==> config.mk <==
export PLATFORM = sky130hd
export DESIGN_NAME = uart_in_ctrl
export DESIGN_NICKNAME = d
export VERILOG_FILES = /design/src/rtl/mir_io_pkg.sv /design/src/rtl/uart_word_packer.sv /design/src/rtl/uart_in_ctrl.sv
export SDC_FILE = /design/constraint.sdc
export NUM_CORES = 1
export LEC_CHECK = 0
export ABC_AREA = 1
export CAP_MARGIN = 10
export CORE_UTILIZATION = 42
export CTS_CLUSTER_DIAMETER = 30
export DETAILED_ROUTE_END_ITERATION = 6
export GPL_TIMING_DRIVEN = 0
export PLACE_DENSITY = 0.71
export SETUP_SLACK_MARGIN = 0.3
export SKIP_CTS_REPAIR_TIMING = 1
export SLEW_MARGIN = 15
export SYNTH_ARGS = -nofsm -noshare
export SYNTH_HDL_FRONTEND = slang
export SYNTH_HIERARCHICAL = 1
export SYNTH_SLANG_ARGS = --single-unit
==> constraint.sdc <==
create_clock -name clk -period 1.6 [get_ports clk]
set_clock_uncertainty 0.2 [all_clocks]
set_input_delay 0.32 -clock clk [delete_from_list [all_inputs] [get_ports clk]]
set_output_delay 0.32 -clock clk [all_outputs]
set_load 0.01 [all_outputs]
==> src/rtl/mir_io_pkg.sv <==
// Shared types and constants for the IN-instruction UART input path.
package mir_io_pkg;

    typedef enum logic [1:0] {
        IDLE    = 2'd0,
        COLLECT = 2'd1,
        WRITE   = 2'd2
    } state_e;

    localparam logic [2:0]  UARTC_NORMAL = 3'b000;
    localparam logic [2:0]  UARTC_RX     = 3'b010;
    localparam int unsigned BYTE_W       = 8;

endpackage

==> src/rtl/uart_word_packer.sv <==
// Packs received UART bytes little-endian into a 32-bit word and tracks the
// byte count; flags the cycle in which the final byte of the word is accepted.
module uart_word_packer
    import mir_io_pkg::*;
#(
    parameter int unsigned NBYTES = 4
) (
    input  logic          clk,
    input  logic          rst_n,
    input  logic          clr,
    input  logic          wr_en,
    input  logic [7:0]    din,
    output logic [31:0]   word,
    output logic          last
);

    logic [2:0]  cnt_q, cnt_d;
    logic [31:0] word_q, word_d;

    always_comb begin
        word_d = word_q;
        cnt_d  = cnt_q;
        if (clr) begin
            word_d = '0;
            cnt_d  = '0;
        end else if (wr_en) begin
            // Lanes at or above NBYTES are never selected, so they stay zero.
            for (int unsigned k = 0; k < NBYTES; k++) begin
                if (cnt_q == 3'(k)) begin
                    word_d[k*BYTE_W +: BYTE_W] = din;
                end
            end
            cnt_d = cnt_q + 3'd1;
        end
    end

    always_ff @(posedge clk or negedge rst_n) begin
        if (!rst_n) begin
            cnt_q  <= '0;
            word_q <= '0;
        end else begin
            cnt_q  <= cnt_d;
            word_q <= word_d;
        end
    end

    assign word = word_q;
    assign last = wr_en && !clr && (cnt_q == 3'(NBYTES - 1));

endmodule

==> src/rtl/uart_in_ctrl.sv <==
// IN-instruction sequencer: stalls the core, collects NBYTES UART bytes and
// steers the write-back mux for one cycle. Optional timeout: UART_IN_TIMEOUT_EN.
module uart_in_ctrl
    import mir_io_pkg::*;
#(
    parameter int unsigned NBYTES      = 4,
    parameter int unsigned TIMEOUT_CYC = 1000000
) (
    input  logic        clk,
    input  logic        rst_n,
    input  logic        in_req,
    input  logic        src_sel,
    input  logic        rx_valid,
    input  logic [7:0]  rx_data,
    output logic        rx_ready,
    output logic        stall,
    output logic        mux_sinal,
    output logic [2:0]  mux_uartc,
    output logic [31:0] uart_word,
    output logic        rf_we_uart,
    output logic        timeout_err
);

    if (NBYTES < 1 || NBYTES > 4) begin : g_bad_nbytes
        $error("uart_in_ctrl: NBYTES must be in 1..4");
    end
    if (TIMEOUT_CYC < 1) begin : g_bad_timeout
        $error("uart_in_ctrl: TIMEOUT_CYC must be at least 1");
    end

    state_e state_q, state_d;
    logic   accept;
    logic   start;
    logic   byte_last;
    logic   timeout;

    assign accept = (state_q == COLLECT) && rx_valid;
    assign start  = (state_q == IDLE) && in_req;

`ifdef UART_IN_TIMEOUT_EN
    logic [31:0] to_cnt_q, to_cnt_d;
    logic        timeout_err_q, timeout_err_d;

    assign timeout = (state_q == COLLECT) && !accept &&
                     (to_cnt_q == 32'(TIMEOUT_CYC - 1));

    always_comb begin
        to_cnt_d = to_cnt_q;
        if (start || accept) begin
            to_cnt_d = '0;
        end else if (state_q == COLLECT) begin
            to_cnt_d = to_cnt_q + 32'd1;
        end
        timeout_err_d = timeout_err_q | timeout;
    end

    always_ff @(posedge clk or negedge rst_n) begin
        if (!rst_n) begin
            to_cnt_q      <= '0;
            timeout_err_q <= 1'b0;
        end else begin
            to_cnt_q      <= to_cnt_d;
            timeout_err_q <= timeout_err_d;
        end
    end

    assign timeout_err = timeout_err_q;
`else
    assign timeout     = 1'b0;
    assign timeout_err = 1'b0;
`endif

    // A timeout clears the partial word so the write-back carries zero.
    uart_word_packer #(
        .NBYTES (NBYTES)
    ) u_packer (
        .clk   (clk),
        .rst_n (rst_n),
        .clr   (start || timeout),
        .wr_en (accept),
        .din   (rx_data),
        .word  (uart_word),
        .last  (byte_last)
    );

    always_comb begin
        state_d = state_q;
        case (state_q)
            IDLE:    if (in_req) state_d = COLLECT;
            COLLECT: if (byte_last || timeout) state_d = WRITE;
            WRITE:   state_d = IDLE;
            default: state_d = IDLE;
        endcase
    end

    always_ff @(posedge clk or negedge rst_n) begin
        if (!rst_n) begin
            state_q <= IDLE;
        end else begin
            state_q <= state_d;
        end
    end

    always_comb begin
        rx_ready   = 1'b0;
        stall      = 1'b0;
        rf_we_uart = 1'b0;
        mux_sinal  = src_sel;
        mux_uartc  = UARTC_NORMAL;
        case (state_q)
            COLLECT: begin
                stall    = 1'b1;
                rx_ready = 1'b1;
            end
            WRITE: begin
                rf_we_uart = 1'b1;
                mux_sinal  = 1'b0;
                mux_uartc  = UARTC_RX;
            end
            default: ;
        endcase
    end

endmodule

==> impl_metrics.ini <==
[global_route]
antenna_found_initial = 0
grt_pass1_vias = 1448
track_usage = 0.199
grt_overflow = 0
grt_pass1_wl_mm = 6.61
grt_max_degree = 27

[synth]
synth.yosys.seq_area_share = 0.520
syn_area_per_cell_um2 = 8.65
yosysTopAreaCellShare = 0.520
postSynthCellCount = 206
yosys_warnings = 6
synth_common_cells = nand3_1 (58), nand2_1 (47), dfrtp_1 (37), inv_1 (17), nor2_1 (13)
synthArstFlopShare = 1.00
synth.largest_area_cell = dfrtp_1
ys.flop_type = dfrtp_1
ys_types = 19
synthTopCellsByArea = dfrtp_1 (52%), nand3_1 (16%), nand2_1 (9.9%), inv_1 (3.6%), ha_1 (3.5%)
post-synth-top-count-cell = nand3_1
synth_edf_count = 0
ys_seq_elements = 37
syn_area_um2 = 1780

[clock_tree]
clkLatencyLatePin_ns = 0.28
cts_tree = done
clock-sinks = 37
h-tree-depth = 2
clkTransAtPathRegs_ns = 0.07
cts_buffers = 5
cts_root_buf = clkbuf_8
clock_path_buffers = 2

[worst_setup_path]
crit_path_max_fanout = 3
endpoint_kind = output pin
crit_family = flip-flops
r2r_slack_ns = -0.04
cpPeakStageDelay_ns = 0.39
cp.arrival_ns = 1.13
path_buf_inv = 4
cpMaxStageDelayCell = dfrtp_1
start_kind = register
crit_type = register to output pin
cp_cell_sequence = inv_2 > nand2_4 > inv_1 > buf_4 > clkbuf_2
worstPathRequired_ns = 1.08

[route]
wirelength_mm = 4.80
avgRoutedWirePerCell_um = 14.2
postRouteAntennaNets = 0
drt_iter0_markers = 117
via_per_inst = 4.96
drc_errors = 0
dr_total_vias = 1677
drt_pass1_iterations = 4

[cells_and_area]
regArea_um2 = 927
multi_input_area_um2 = 847
fin_area_um2 = 2720
stdcell_count = 338
diodes = 0
final_core_util = 0.675
area_growth_pct = 52.7
num-nets-final = 305
fillers = 338
drive_above_1_share = 0.434

[timing]
finalHoldViolations = 0
report.final.slew_viol_count = 0
min_period_over_period = 1.03
finalSetupViolCount = 17
fmax_mhz = 606
fin_crit_ns = 1.65
rsz0062_at_grt = true
fin_setup_tns_ns = -0.428
hold_slack_ns = 0.245
fin_ws_ns = -0.0501

[min_path]
min_path_type = input pin to asynchronous set/reset pin

[floorplan]
ios = 53
core_um2 = 4030
start_util = 0.442
rows = 23
fp.dieH_um = 67.1
die_w_um = 67.1
dieArea_um2 = 4510

[place]
gp_congestion = 0.802
port_buffers = 49
dpl.cell_count = 308
placed_cell_area_um2 = 2510
preCtsSetupSlack_ns = -0.361
dp.final_hpwl_mm = 3.05

[job]
cap_violations = 0

[power]
p_leak_nw = 1.49
powerDensity_nw_per_um2 = 1740
finalPower_mw = 4.72
ir_drop_uv = 1090

[status]
violations = negative setup slack
status = finished, violations left
==> state kept, by name, summed over array words and instances (netlist names) <==
signal / count
u_packer/word: 32
u_packer/cnt_q: 3
state_q: 2
==> layer usage <==
metal | share of wire | global-route usage
met5 | 0 | 0
met4 | 0.014 | 0.0798
met3 | 0.043 | 0.0405
met2 | 0.51 | 0.330
met1 | 0.44 | 0.253
==> final cells by class <==
class / instances / area share
Buffer: 15 / 0.0552
Clock buffer: 6 / 0.0267
Clock inverter: 2 / 0.00368
Inverter: 20 / 0.0340
Multi-Input combinational cell: 136 / 0.311
Sequential cell: 37 / 0.341
Tap cell: 50 / 0.0230
Timing Repair Buffer: 72 / 0.206
==> cells in the final DEF, fill, tap and decap left out, types with 2 or more instances in the layout <==
cell | synthesis | layout
clkbuf_8 | 0 | 5
nand3_2 | 3 | 23
nor2_4 | 1 | 2
nand2_2 | 2 | 4
inv_1 | 17 | 14
ha_1 | 5 | 5
inv_2 | 1 | 4
buf_2 | 6 | 36
buf_12 | 0 | 3
nor2_2 | 1 | 2
conb_1 | 1 | 3
nand2_4 | 0 | 2
o21ai_1 | 2 | 2
clkinv_2 | 1 | 2
dfrtp_1 | 37 | 36
buf_4 | 7 | 24
nor2_1 | 13 | 11
clkdlybuf4s50_1 | 0 | 11
clkbuf_16 | 0 | 2
nand3_1 | 58 | 35
nand2_1 | 47 | 43
buf_6 | 2 | 3
nand3_4 | 0 | 3
buf_8 | 0 | 4
==> where the power goes <==
group / total (mW) / internal (mW) / switching (mW)
sequential: 1.59 / 1.35 / 0.248
clock: 0.628 / 0.302 / 0.326
combinational: 2.50 / 1.16 / 1.34
==> path summary, 6_finish.rpt <==
check,endpoint,startpoint,cells after the start
worst max-delay path,stall,state_q[1],5
worst min-delay path,u_packer/word[18],rst_n,2
worst max register to register,u_packer/word[21],state_q[1],9
worst min register to register,u_packer/word[17],u_packer/word[17],2
max in group asynchronous,state_q[0],rst_n,3
min in group clk,u_packer/word[17],u_packer/word[17],2
==> cell families (layout without fill, tap and decap cells) <==
logic type / count (synthesis) / in the layout / synth area share
AOI/OAI and AO/OA: 2 / 2 / 0.00562
adders and majority gates: 5 / 5 / 0.0351
buffers and inverters: 35 / 115 / 0.103
DFF: 37 / 37 / 0.520
other: 1 / 3 / 0.00210
and+or+nand+nor: 126 / 126 / 0.334
No activity file was read; power rests on OpenSTA's default activity.
